$ cat src/rtl/complement_scheduler_pkg.sv
// Shared definitions for the two-requester complement scheduler.
// Holds the default width, the operation encoding and the FSM state codes.
package complement_scheduler_pkg;

  localparam int W_DEFAULT = 6;
  localparam int NUM_REQ   = 2;

  typedef enum logic [1:0] {
    OP_PASS = 2'b00,
    OP_NEG  = 2'b01,
    OP_ADD  = 2'b10,
    OP_SUB  = 2'b11
  } op_e;

  localparam logic [1:0] ST_IDLE = 2'd0;
  localparam logic [1:0] ST_NEG  = 2'd1;
  localparam logic [1:0] ST_ADD  = 2'd2;
  localparam logic [1:0] ST_RESP = 2'd3;

endpackage

$ cat src/rtl/complement_scheduler_if.sv
// Request/response bundle between two requesters and the complement scheduler.
// The master side drives requests and accepts responses; the slave side is the scheduler.
interface complement_scheduler_if
  import complement_scheduler_pkg::*;
#(
  parameter int W = W_DEFAULT
);

  logic [NUM_REQ-1:0]        req_valid;
  logic [NUM_REQ-1:0]        req_ready;
  logic [NUM_REQ-1:0][1:0]   req_op;
  logic [NUM_REQ-1:0][W-1:0] req_a;
  logic [NUM_REQ-1:0][W-1:0] req_b;
  logic                      rsp_valid;
  logic                      rsp_ready;
  logic                      rsp_id;
  logic [W-1:0]              rsp_result;
  logic                      rsp_overflow;

  modport master (
    output req_valid, req_op, req_a, req_b, rsp_ready,
    input  req_ready, rsp_valid, rsp_id, rsp_result, rsp_overflow
  );

  modport slave (
    input  req_valid, req_op, req_a, req_b, rsp_ready,
    output req_ready, rsp_valid, rsp_id, rsp_result, rsp_overflow
  );

endinterface

$ cat src/rtl/complement_scheduler_neg_unit.sv
// Two's complement negator (~x + 1, wrapping) with a flag for the most-negative
// operand, whose negation is not representable in W bits.
module neg_unit
  import complement_scheduler_pkg::*;
#(
  parameter int W = W_DEFAULT
) (
  input  logic [W-1:0] x,
  output logic [W-1:0] y,
  output logic         is_min
);

  localparam logic [W-1:0] ONE     = {{(W-1){1'b0}}, 1'b1};
  localparam logic [W-1:0] MOST_NEG = {1'b1, {(W-1){1'b0}}};

  assign y      = ~x + ONE;
  assign is_min = (x == MOST_NEG);

endmodule

$ cat src/rtl/complement_scheduler.sv
// Round-robin scheduler serving two requesters with PASS/NEG/ADD/SUB on W-bit
// two's complement operands through one shared negator; one op every 4 cycles.
module complement_scheduler
  import complement_scheduler_pkg::*;
#(
  parameter int W = W_DEFAULT
) (
  input  logic                  clk,
  input  logic                  rst_n,
  complement_scheduler_if.slave bus
);

  logic [1:0]         state_reg, state_next;
  logic               last_reg;
  logic               id_reg;
  op_e                op_reg;
  logic [W-1:0]       a_reg, b_reg, result_reg;
  logic               ovf_reg, neg_ovf_reg;

  logic [NUM_REQ-1:0] grant;
  logic [NUM_REQ-1:0] ready_vec;
  logic               accept;
  logic               sel;
  logic [W-1:0]       neg_out;
  logic               neg_min;
  logic [W-1:0]       sum;
  logic               add_ovf;
  logic [W-1:0]       result_next;
  logic               ovf_next;

  neg_unit #(.W(W)) u_neg (
    .x      (b_reg),
    .y      (neg_out),
    .is_min (neg_min)
  );

  // On a tie the requester not served last wins; last_reg resets to 1 so req 0 wins first.
  always_comb begin
    grant = '0;
    case (bus.req_valid)
      2'b01:   grant = 2'b01;
      2'b10:   grant = 2'b10;
      2'b11:   grant = last_reg ? 2'b01 : 2'b10;
      default: grant = '0;
    endcase
  end

  for (genvar gi = 0; gi < NUM_REQ; gi++) begin : g_ready
    assign ready_vec[gi] = (state_reg == ST_IDLE) && grant[gi];
  end

  assign accept = |(bus.req_valid & ready_vec);
  assign sel    = grant[1];

  always_comb begin
    state_next = state_reg;
    case (state_reg)
      ST_IDLE: if (accept) state_next = ST_NEG;
      ST_NEG:  state_next = ST_ADD;
      ST_ADD:  state_next = ST_RESP;
      ST_RESP: if (bus.rsp_ready) state_next = ST_IDLE;
      default: state_next = ST_IDLE;
    endcase
  end

  // b_reg already holds the negated operand for SUB, so ADD and SUB share one adder.
  assign sum     = a_reg + b_reg;
  assign add_ovf = (a_reg[W-1] == b_reg[W-1]) && (sum[W-1] != a_reg[W-1]);

  always_comb begin
    result_next = a_reg;
    ovf_next    = 1'b0;
    case (op_reg)
      OP_NEG: begin
        result_next = b_reg;
        ovf_next    = neg_ovf_reg;
      end
      OP_ADD, OP_SUB: begin
        result_next = sum;
        ovf_next    = add_ovf;
      end
      default: begin
        result_next = a_reg;
        ovf_next    = 1'b0;
      end
    endcase
  end

  always_ff @(posedge clk or negedge rst_n) begin
    if (!rst_n) begin
      state_reg   <= ST_IDLE;
      last_reg    <= 1'b1;
      id_reg      <= 1'b0;
      op_reg      <= OP_PASS;
      a_reg       <= '0;
      b_reg       <= '0;
      result_reg  <= '0;
      ovf_reg     <= 1'b0;
      neg_ovf_reg <= 1'b0;
    end else begin
      state_reg <= state_next;
      case (state_reg)
        ST_IDLE: begin
          if (accept) begin
            op_reg   <= op_e'(bus.req_op[sel]);
            a_reg    <= bus.req_a[sel];
            b_reg    <= bus.req_b[sel];
            id_reg   <= sel;
            last_reg <= sel;
          end
        end
        ST_NEG: begin
          if (op_reg == OP_NEG || op_reg == OP_SUB) begin
            b_reg <= neg_out;
          end
          neg_ovf_reg <= neg_min;
        end
        ST_ADD: begin
          result_reg <= result_next;
          ovf_reg    <= ovf_next;
        end
        default: ;
      endcase
    end
  end

  assign bus.req_ready    = ready_vec;
  assign bus.rsp_valid    = (state_reg == ST_RESP);
  assign bus.rsp_id       = id_reg;
  assign bus.rsp_result   = result_reg;
  assign bus.rsp_overflow = ovf_reg;

endmodule

$ cat src/flat_wrapper.sv
// flat-port wrapper written by rule: the top's interface ports become plain ports
module complement_scheduler_flat import complement_scheduler_pkg::*;
#(
  parameter int W = W_DEFAULT
)
  (clk, rst_n, bus_req_valid, bus_req_op, bus_req_a, bus_req_b, bus_rsp_ready, bus_req_ready, bus_rsp_valid, bus_rsp_id, bus_rsp_result, bus_rsp_overflow);
  complement_scheduler_if #(.W(W)) bus_i ();
  input  logic clk;
  input  logic rst_n;
  input wire logic [$bits(bus_i.req_valid)-1:0] bus_req_valid;
  input wire logic [$bits(bus_i.req_op)-1:0] bus_req_op;
  input wire logic [$bits(bus_i.req_a)-1:0] bus_req_a;
  input wire logic [$bits(bus_i.req_b)-1:0] bus_req_b;
  input wire logic [$bits(bus_i.rsp_ready)-1:0] bus_rsp_ready;
  output wire logic [$bits(bus_i.req_ready)-1:0] bus_req_ready;
  output wire logic [$bits(bus_i.rsp_valid)-1:0] bus_rsp_valid;
  output wire logic [$bits(bus_i.rsp_id)-1:0] bus_rsp_id;
  output wire logic [$bits(bus_i.rsp_result)-1:0] bus_rsp_result;
  output wire logic [$bits(bus_i.rsp_overflow)-1:0] bus_rsp_overflow;
  assign bus_i.req_valid = bus_req_valid;
  assign bus_i.req_op = bus_req_op;
  assign bus_i.req_a = bus_req_a;
  assign bus_i.req_b = bus_req_b;
  assign bus_i.rsp_ready = bus_rsp_ready;
  assign bus_req_ready = bus_i.req_ready;
  assign bus_rsp_valid = bus_i.rsp_valid;
  assign bus_rsp_id = bus_i.rsp_id;
  assign bus_rsp_result = bus_i.rsp_result;
  assign bus_rsp_overflow = bus_i.rsp_overflow;
  complement_scheduler #(.W(W)) u_core (.clk(clk), .rst_n(rst_n), .bus(bus_i));
endmodule
$ cat config.mk
export PLATFORM = sky130hd
export DESIGN_NAME = complement_scheduler_flat
export DESIGN_NICKNAME = d
export VERILOG_FILES = /design/src/rtl/complement_scheduler_pkg.sv /design/src/rtl/complement_scheduler_if.sv /design/src/rtl/complement_scheduler_neg_unit.sv /design/src/rtl/complement_scheduler.sv /design/src/flat_wrapper.sv
export SDC_FILE = /design/constraint.sdc
export NUM_CORES = 1
export LEC_CHECK = 0
export ABC_AREA = 1
export CAP_MARGIN = 0
export CORE_MARGIN = 8
export CORE_UTILIZATION = 47
export CTS_CLUSTER_SIZE = 30
export DETAILED_ROUTE_END_ITERATION = 12
export PLACE_DENSITY = 0.73
export SLEW_MARGIN = 0
export SYNTH_ARGS = -nofsm -noshare
export SYNTH_HDL_FRONTEND = slang
export SYNTH_SLANG_ARGS = --single-unit
$ cat constraint.sdc
create_clock -name clk -period 3.7 [get_ports clk]
set_input_delay 0.37 -clock clk [delete_from_list [all_inputs] [get_ports clk]]
set_output_delay 0.37 -clock clk [all_outputs]
set_load 0.01 [all_outputs]
== After elaboration in Yosys (flattened, before gate mapping) ==
Index checks and enable logic that the tools add are counted.
Cells by class
  bitwise operators: 2
  reductions and logical operators: 11
  shift-type cells: 0
  order comparisons: 1
  muxes and demuxes: 16
  equal/unequal tests: 15
  div/mod/pow operators: 0
  add/sub/neg operators: 2
  $mul: 0
Operators by type and width (count)
  6-bit 2-to-1 mux: 6
  6-bit one-hot mux with 2 select lines: 2
  2-bit equality test (second input constant): 6
  2-bit 2-to-1 mux: 5
  2-bit one-hot mux with 4 select lines: 1
  6-bit by 1-bit adder with 6-bit output (second input constant): 1
  6-bit adder: 1
  2-bit by 1-bit equality test with 1-bit output (second input constant): 3
  6-bit equality test (second input constant): 1
  6-bit NOT: 1
  2-bit one-hot mux with 3 select lines: 1
  2-bit by 1-bit != test with 1-bit output (second input constant): 2
  2-bit AND reduction: 2
  2-bit OR reduction: 2
  1-bit logical AND: 3
  3-bit AND reduction: 1
  2-bit AND: 1
  2-bit zero test: 1
  1-bit by 2-bit < comparator with 1-bit output (second input constant): 1
  2-bit != test (second input constant): 1
  1-bit one-hot mux with 2 select lines: 1
  2-bit nonzero test: 1
  1-bit equality test: 1
  1-bit logical OR: 1
  1-bit != test: 1
Word-level totals
  output and inout bits: 11
  memories: 0
  bits in registers: 26
  ROM bits: 0
  memory bits (writable): 0
  latch bits: 0

== Logic depth before layout (Yosys ltp) ==
  depth in word-level cells: 7
  gate-level depth with buffers: 9
  depth with buffers taken out: 9

== Cells and area by module ==
From an unflattened synthesis, not the netlist that was laid out.
Second synthesis, totals
  cells, all modules: 234
  area total of the unflattened synthesis: 1745.4 sq um
Modules (own cells, without submodules)
  complement_scheduler: cells an instance 216, area each 1642.8 sq um, instances 1
  neg_unit: cells an instance 18, area each 102.6 sq um, instances 1

== Worst setup path before layout ==
No wires, ideal clock.
  path kind: reg2reg
  from: register u_core.b_reg[0]
  to: register u_core.result_reg[4] (netlist: u_core.bus.rsp_result[4])
  cell stages (with the launch flop): 10
  data arrival time: 1480 ps
  data required time: 3623 ps
  period minus slack after synthesis: 1558 ps
  path slack: 2142 ps
  cell sequence: dfrtp_1 ha_1 fa_1 nand2_1 nand2_1 a21oi_1 nor2_1 nor2_1 nand2_1 a21oi_1
On the way
  cells in the longest elaborated chain, start to end: 2
Ends and longest elaborated chain
  start, declared: line complement_scheduler.sv:17  | logic [W-1:0] a_reg, b_reg, result_reg;
  start signal, assigned: line complement_scheduler.sv:107  | b_reg <= bus.req_b[sel];
  start signal, assigned: line complement_scheduler.sv:114  | b_reg <= neg_out;
  6-bit adder: line complement_scheduler.sv:67  | assign sum = a_reg + b_reg;
  6-bit one-hot mux with 2 select lines: line complement_scheduler.sv:73  | case (op_reg)
  end signal, assigned: line complement_scheduler.sv:119  | result_reg <= result_next;
  end, declared: line complement_scheduler.sv:17
Every way passes these cells.
A chain may end at the register's enable or synchronous reset.

== Worst setup path in the final report ==
  from: register u_core.state_reg[0]
  to: output bus_req_ready[0]
On the way
  cells in the longest elaborated chain, start to end: 2
Ends and longest elaborated chain
  start, declared: line complement_scheduler.sv:13  | logic [1:0] state_reg, state_next;
  start signal, assigned: line complement_scheduler.sv:101  | state_reg <= state_next;
  2-bit zero test: line complement_scheduler.sv:49  | assign ready_vec[gi] = (state_reg == ST_IDLE) && grant[gi];
  1-bit logical AND: line complement_scheduler.sv:49
  end, declared: line flat_wrapper.sv:15  | output wire logic [$bits(bus_i.req_ready)-1:0] bus_req_ready;
Every way passes these cells.

==> flow_metrics.py <==
metrics = {
    "synth": {
        "ys_warn_count": 0,
        "syn_nets": 272,
        "syn_area_sq_um": 1710,
        "syn_inst": 228,
        "async_flop_share_pct": 100.0,
        "synth_edf_count": 0,
        "postSynthAreaPerCell_sq_um": 7.502,
        "synth_cell_types": 28,
        "synth_seq_area_share_pct": 38.11,
        "synth-main-ff-cell": "dfrtp_1",
        "ys_ff_latch": 26,
    },
    "grt": {
        "use_met2_pct": 26.65,
        "grt_max_degree": 27,
        "grt.met1_usage_pct": 19.05,
        "use_met3_pct": 3.420,
        "busiest_layer": "met2",
        "antenna_found_initial": 0,
        "grt_pass1_wl_um": 7693,
        "grt_pass1_vias": 1712,
        "grtUsageTotal_pct": 15.41,
        "grt.overflow.total": 0,
    },
    "clock_tree": {
        "cts-resized-gates": 0,
        "htree_levels": 1,
        "post_cts_buffers": 0,
        "path_clk_slew_ns": 0.14,
        "numCtsBuffers": 3,
        "cts_tree": "yes",
        "hold_buffers": 0,
        "cts_root_buf": "clkbuf_4",
        "clkLatencyLatePin_ns": 0.32,
        "clockBufferDepth": 2,
        "clock_sinks": 26,
    },
    "layout": {
        "final_core_util_pct": 62.20,
        "drive_gt1_share_pct": 6.642,
        "nFillCells": 322,
        "area_delta_synth_final_pct": 30.14,
        "layout.nets": 316,
        "design_area_sq_um": 2226,
        "antenna_cells": 0,
    },
    "timing": {
        "fin_crit_ns": 2.381,
        "finClkSkew_ns": 0.001650,
        "fmax_mhz": 420.0,
        "final.setup.tns_ns": 0,
        "tightest_slew_ns": 0.4809,
        "maxSlewViolCount": 0,
        "hold_violations": 0,
        "setup_viol": 0,
        "maxSlewHeadroom_pct": 67.94,
        "rsz0062_at_grt": "false",
        "fin_crit_sh_pct": 64.35,
    },
    "die": {
        "placeableCoreArea_sq_um": 3578,
        "num_rows": 22,
        "die_w_um": 76.33,
        "initial_core_util_pct": 47.80,
        "die-area_sq_um": 5826,
        "fp.dieH_um": 76.33,
        "io_pins": 44,
    },
    "routing": {
        "first_pass_iters": 4,
        "via_count": 1631,
        "wl_per_cell_um": 13.36,
        "drtIter0Drc": 110,
        "routed_via_density": 5.113,
        "routed_wl_um": 4261,
        "antenna_left": 0,
        "drc": 0,
    },
    "place": {
        "placed_cell_area_sq_um": 2173,
        "gp_congestion": 0.8957,
        "portBuffers": 43,
        "dp_hpwl_um": 3362,
    },
    "job": {
        "max_cap_viol_count": 0,
    },
    "setup_path": {
        "path_cells": "inv_1 -> ha_1 -> inv_2 -> nor3_1 -> clkdlybuf4s50_1",
        "path_buf_inv": 3,
        "endpoint_kind": "primary output",
        "startpoint_type": "register",
        "critPathMaxStageDelay_ns": 0.57,
        "cp.arrival_ns": 2.01,
        "path_max_fanout": 4,
        "crit_family": "buffers and inverters",
        "critPathKind": "register to primary output",
        "slowest_stage": "clkdlybuf4s50_1",
        "cp_data_required_time_ns": 3.33,
    },
    "pwr": {
        "max-vdd-ir-drop_mv": 0.4662,
        "finalPower_uw": 1866,
        "p_leak_uw": 0.001027,
        "power_density_nw_per_um2": 838.3,
    },
    "min_path": {
        "hold_class": "input port to asynchronous set/reset pin",
    },
    "run_status": {
        "status": "completed",
    },
}
## kinds of logic (layout without fill, tap and decap cells)
family                     Yosys count  in the layout  synth area share (%)
and+or+nand+nor                    100            100                 25.38
AOI/OAI and AO/OA                   56             56                 19.09
buffers and inverters               34             77                 8.412
DFF                                 26             26                 38.11
adders and majority gates           11             11                 8.486
xor gates and xnor gates             1              1                0.5122
## power by group
group          leakage, uW  switching, uW  total (uW)  internal [uW]
sequential        0.000311            130         564            434
combinational     0.000688            634        1110            472
clock            0.0000279           85.9         196            110
total              0.00103            850        1870           1020
## per-stage QoR
| stage | setup slack [ns] | instances | hold slack, ns |
|---|---|---|---|
| after floorplan | 2.142 | 228 | 0.07441 |
| after global placement | 1.393 | 315 | 0.4743 |
| after detailed placement | 1.362 | 315 | 0.4787 |
| after CTS | 1.315 | 319 | 0.4004 |
| after global routing | 1.217 | 319 | 0.4245 |
| final | 1.319 | 319 | 0.4008 |
## per-layer routing
layer  vias to the layer above  part of all wire, %
met5                         -                    0
met4                         0                 0.96
met3                         4                  4.6
met2                        42                   48
met1                       748                   46
li1                        837                    -
## layout make-up
cell class	instances	area, sq um	share of cell area [%]
Inverter	29	108.9	4.890
Clock inverter	1	30.03	1.349
Timing Repair Buffer	44	437.9	19.67
Multi-Input combinational cell	168	914.6	41.09
Tap cell	48	60.06	2.698
Sequential cell	26	651.9	29.29
Clock buffer	3	22.52	1.012
## worst paths after layout
path / startpoint / end / slack (ns) / cells past startpoint
setup reg to reg: u_core.state_reg[1] / u_core.b_reg[1] / 1.94 / 7
min in group clk: u_core.bus.rsp_result[0] / u_core.bus.rsp_result[0] / 0.50 / 2
hold / removal: rst_n / u_core.b_reg[4] / 0.40 / 2
hold reg to reg: u_core.bus.rsp_result[0] / u_core.bus.rsp_result[0] / 0.50 / 2
setup / recovery: u_core.state_reg[0] / bus_req_ready[0] / 1.32 / 5
max in group asynchronous: rst_n / u_core.last_reg / 3.01 / 2
## cells in the final DEF (no fill, tap or decap), drive strengths merged, types with 2 or more instances in the layout
cell / netlist / layout
o22ai: 8 / 8
ha: 10 / 10
nor3: 2 / 2
dfrtp: 25 / 25
a21oi: 16 / 16
clkbuf: 1 / 3
nand2: 50 / 50
nor2: 29 / 29
clkdlybuf4s50: 0 / 43
o21ai: 29 / 29
nand3: 14 / 14
or2: 3 / 3
inv: 29 / 29
o211ai: 3 / 3
## Yosys cell counts, types with 2 or more instances
library cell  instances  area, sq um
o211ai_1              3        22.52
o21ai_0              11        55.05
nand3_1              14        70.07
o22ai_1               7        43.79
dfrtp_1              25        625.6
o21ai_1              18        90.09
nor2_4                3        33.78
ha_1                 10        125.1
nor2_1               26        97.59
nor3_1                2        10.01
a21oi_4               2        32.53
nand2_1              49        183.9
buf_4                 2        15.01
a21oi_1              14        70.07
inv_2                 3        11.26
or2_2                 2        12.51
inv_1                26        97.59
No activity file was read; power rests on OpenSTA's default activity.
==> edit (same settings) <==
Make the reset (`rst_n`) synchronous in one clocked block.
--- a/src/rtl/complement_scheduler.sv
+++ b/src/rtl/complement_scheduler.sv
@@ -86,7 +86,7 @@
     endcase
   end
 
-  always_ff @(posedge clk or negedge rst_n) begin
+  always_ff @(posedge clk) begin
     if (!rst_n) begin
       state_reg   <= ST_IDLE;
       last_reg    <= 1'b1;
Check against the original RTL: differs if rst_n is asserted again (counterexample within 4 cycles, from zero or initial values and one cycle with rst_n low); with rst_n held inactive, the same outputs for 10 cycles.
==> edit against the original RTL <==
- cell count rose by 2.5%
- sequential cell count did not move
- utilization grew 1.8 points
- wire length is 6.6% lower
- total power fell by 20%
- design area is 4.1% lower
- via count increased by 1.6%
- maximum frequency fell by 4.6%
- global-route usage increased by 0.20 points
- first-iteration DRC count shrank 35%
- area after synthesis shrank 5.0%
- sequential share of layout area down 4.9 points
- setup slack worse by 0.11 ns
- critical endpoint is now bus_req_ready[1]
- largest cell class unchanged
==> edit: results (changes against the original RTL) <==
Run status
  • Status: finished clean (unchanged)

CTS
  • Post-CTS Setup Bufs: 0 (unchanged)
  • Clk Latency, worst-skew pair: 0.33 ns
  • Root buffer cell: clkbuf_4 (unchanged)
  • Clk slew on worst S/H paths: 0.14 ns (about the same)
  • Post-CTS sizing: 0 (unchanged)
  • CTS Buf Count: 3 (unchanged)
  • Bufs on Longest Clock Path: 2 (unchanged)
  • H-tree Lvls: 1 (unchanged)

GRT
  • Vias in the first global route: 1653 (was 1712)
  • GRT Util Overall: 15.6% (was 15.4%)
  • First-pass GRT wire length: 7010 um (was 7690 um)
  • Largest net degree at the start of global routing: 23 (was 27)
  • Antenna violations before repair: 0 (unchanged)

Detailed routing
  • Drt first pass iters: 4 (unchanged)
  • Drt wl/cell: 12.2 um (was 13.4 um)
  • Vias: 1657 (was 1631)
  • Initial DRC Count: 72 (was 110)

Power and ir drop
  • Max VDD drop: 0.000332 V (was 0.000466 V)
  • Leak pwr: 0.914 nW (was 1.03 nW)

Synth
  • Top post-synthesis cells by area: dfxtp_1 32%, o21ai_0 8.3%, nand2_1 7.9%, nor2_1 7.9%, ha_1 7.7% (was dfrtp_1 37%, nand2_1 11%, ha_1 7.3%, inv_1 5.7%, nor2_1 5.7%)
  • Synth cell count leaders: 34 x nand2_1, 34 x nor2_1, 27 x o21ai_0 (was 49 x nand2_1, 26 x inv_1, 26 x nor2_1)
  • Synth Area per Inst: 6.77 um2 (was 7.50 um2)
  • Synth async-reset ratio: 0% (was 100%)
  • Post-synthesis sequential area ratio: 32.0% (was 38.1%)
  • Primary FF master, synth: dfxtp_1 (was dfrtp_1)
  • Yosys warns: 0 (unchanged)
  • Mapped Nets: 284 (was 272)
  • Synth cell types: 30 (was 28)

Timing
  • Clock skew: 0.00733 ns (was 0.00165 ns)
  • Slew HR: 55.5% (was 67.9%)
  • Post-route clock period utilization: 67.4% (was 64.3%)

Place
  • Dpl hpwl: 3190 um (was 3360 um)
  • DP Cell Count: 323 (was 315)
  • Placer congestion estimate: 0.844 (was 0.896)
  • IO Port Bufs: 43 (unchanged)

Final layout
  • Post-Layout Cell Count: 327 (was 319)
  • Fill cells: 340 (was 322)
  • Share of layout cells above drive strength 1: 6.41% (was 6.64%)
  • N_diodes: 0 (unchanged)

Worst hold path
  • HP Class: reg -> reg (was in -> async)

Critical path
  • CP arrival: 2.13 ns (was 2.01 ns)
  • Max Fanout on Critical Path: 16 (was 4)
## edit: power by group
group | total (W) | internal (W) | switching, W
Sequential | 0.000487 | 0.000387 | 0.0000999
Combinational | 0.000802 | 0.000342 | 0.000459
Clock | 0.000198 | 0.000110 | 0.0000889
Total | 0.00149 | 0.000839 | 0.000648
## edit: layout make-up
class                           count  area [um2]  area share (%)
Clock buffer                        3        22.5            1.06
Clock inverter                      1        30.0            1.41
Inverter                           31         116            5.45
Multi-Input combinational cell    177         957            44.8
Sequential cell                    26         520            24.4
Tap cell                           46        57.6            2.70
Timing Repair Buffer               43         430            20.2
## edit: cells by family after synthesis
| logic type | share of synthesized area, % |
|---|---|
| adder cells (fa/ha/maj) | 8.94 |
| AND/OR/NAND/NOR | 28.4 |
| flip-flops | 32.0 |
| XOR/XNOR | 0.539 |
| AO/OA/AOI/OAI | 21.1 |
| buffers and inverters | 9.01 |
## edit: worst paths after layout
kind | startpoint | endpoint | slack (ns) | cells after the start
max | bus_req_valid[1] | bus_req_ready[1] | 1.20 | 5
min | u_core.bus.rsp_id$_SDFFE_PN0P_ | u_core.bus.rsp_id$_SDFFE_PN0P_ | 0.48 | 2
max reg2reg | u_core.state_reg[1]$_SDFFE_PN0P_ | u_core.b_reg[4]$_SDFFE_PN0P_ | 2.05 | 9
min reg2reg | u_core.bus.rsp_id$_SDFFE_PN0P_ | u_core.bus.rsp_id$_SDFFE_PN0P_ | 0.48 | 2
## edit: critical path, cell delays in order
cell             delay, ns
clkdlybuf4s50_1       0.50
a21boi_4              0.43
inv_2                 0.16
nor2_4                0.12
clkdlybuf4s50_1       0.54
## edit: metal layers
layer	share of wire (%)	global-route usage (%)	wire (um)
met1	47	18.8	1860
met2	46	26.9	1830
met3	6.5	4.26	260
met4	0.90	3.26	36
met5	0	0	0
## edit: stage by stage
step	instance area (um2)	power, W	setup slack [ns]
finish	2130	0.00149	1.20
global route	2130	0.00164	1.12
CTS	2130	0.00150	1.20
detailed placement	2080	0.00130	1.20
global placement	2080	0.00128	1.23
floorplan	1620	0.00105	2.29
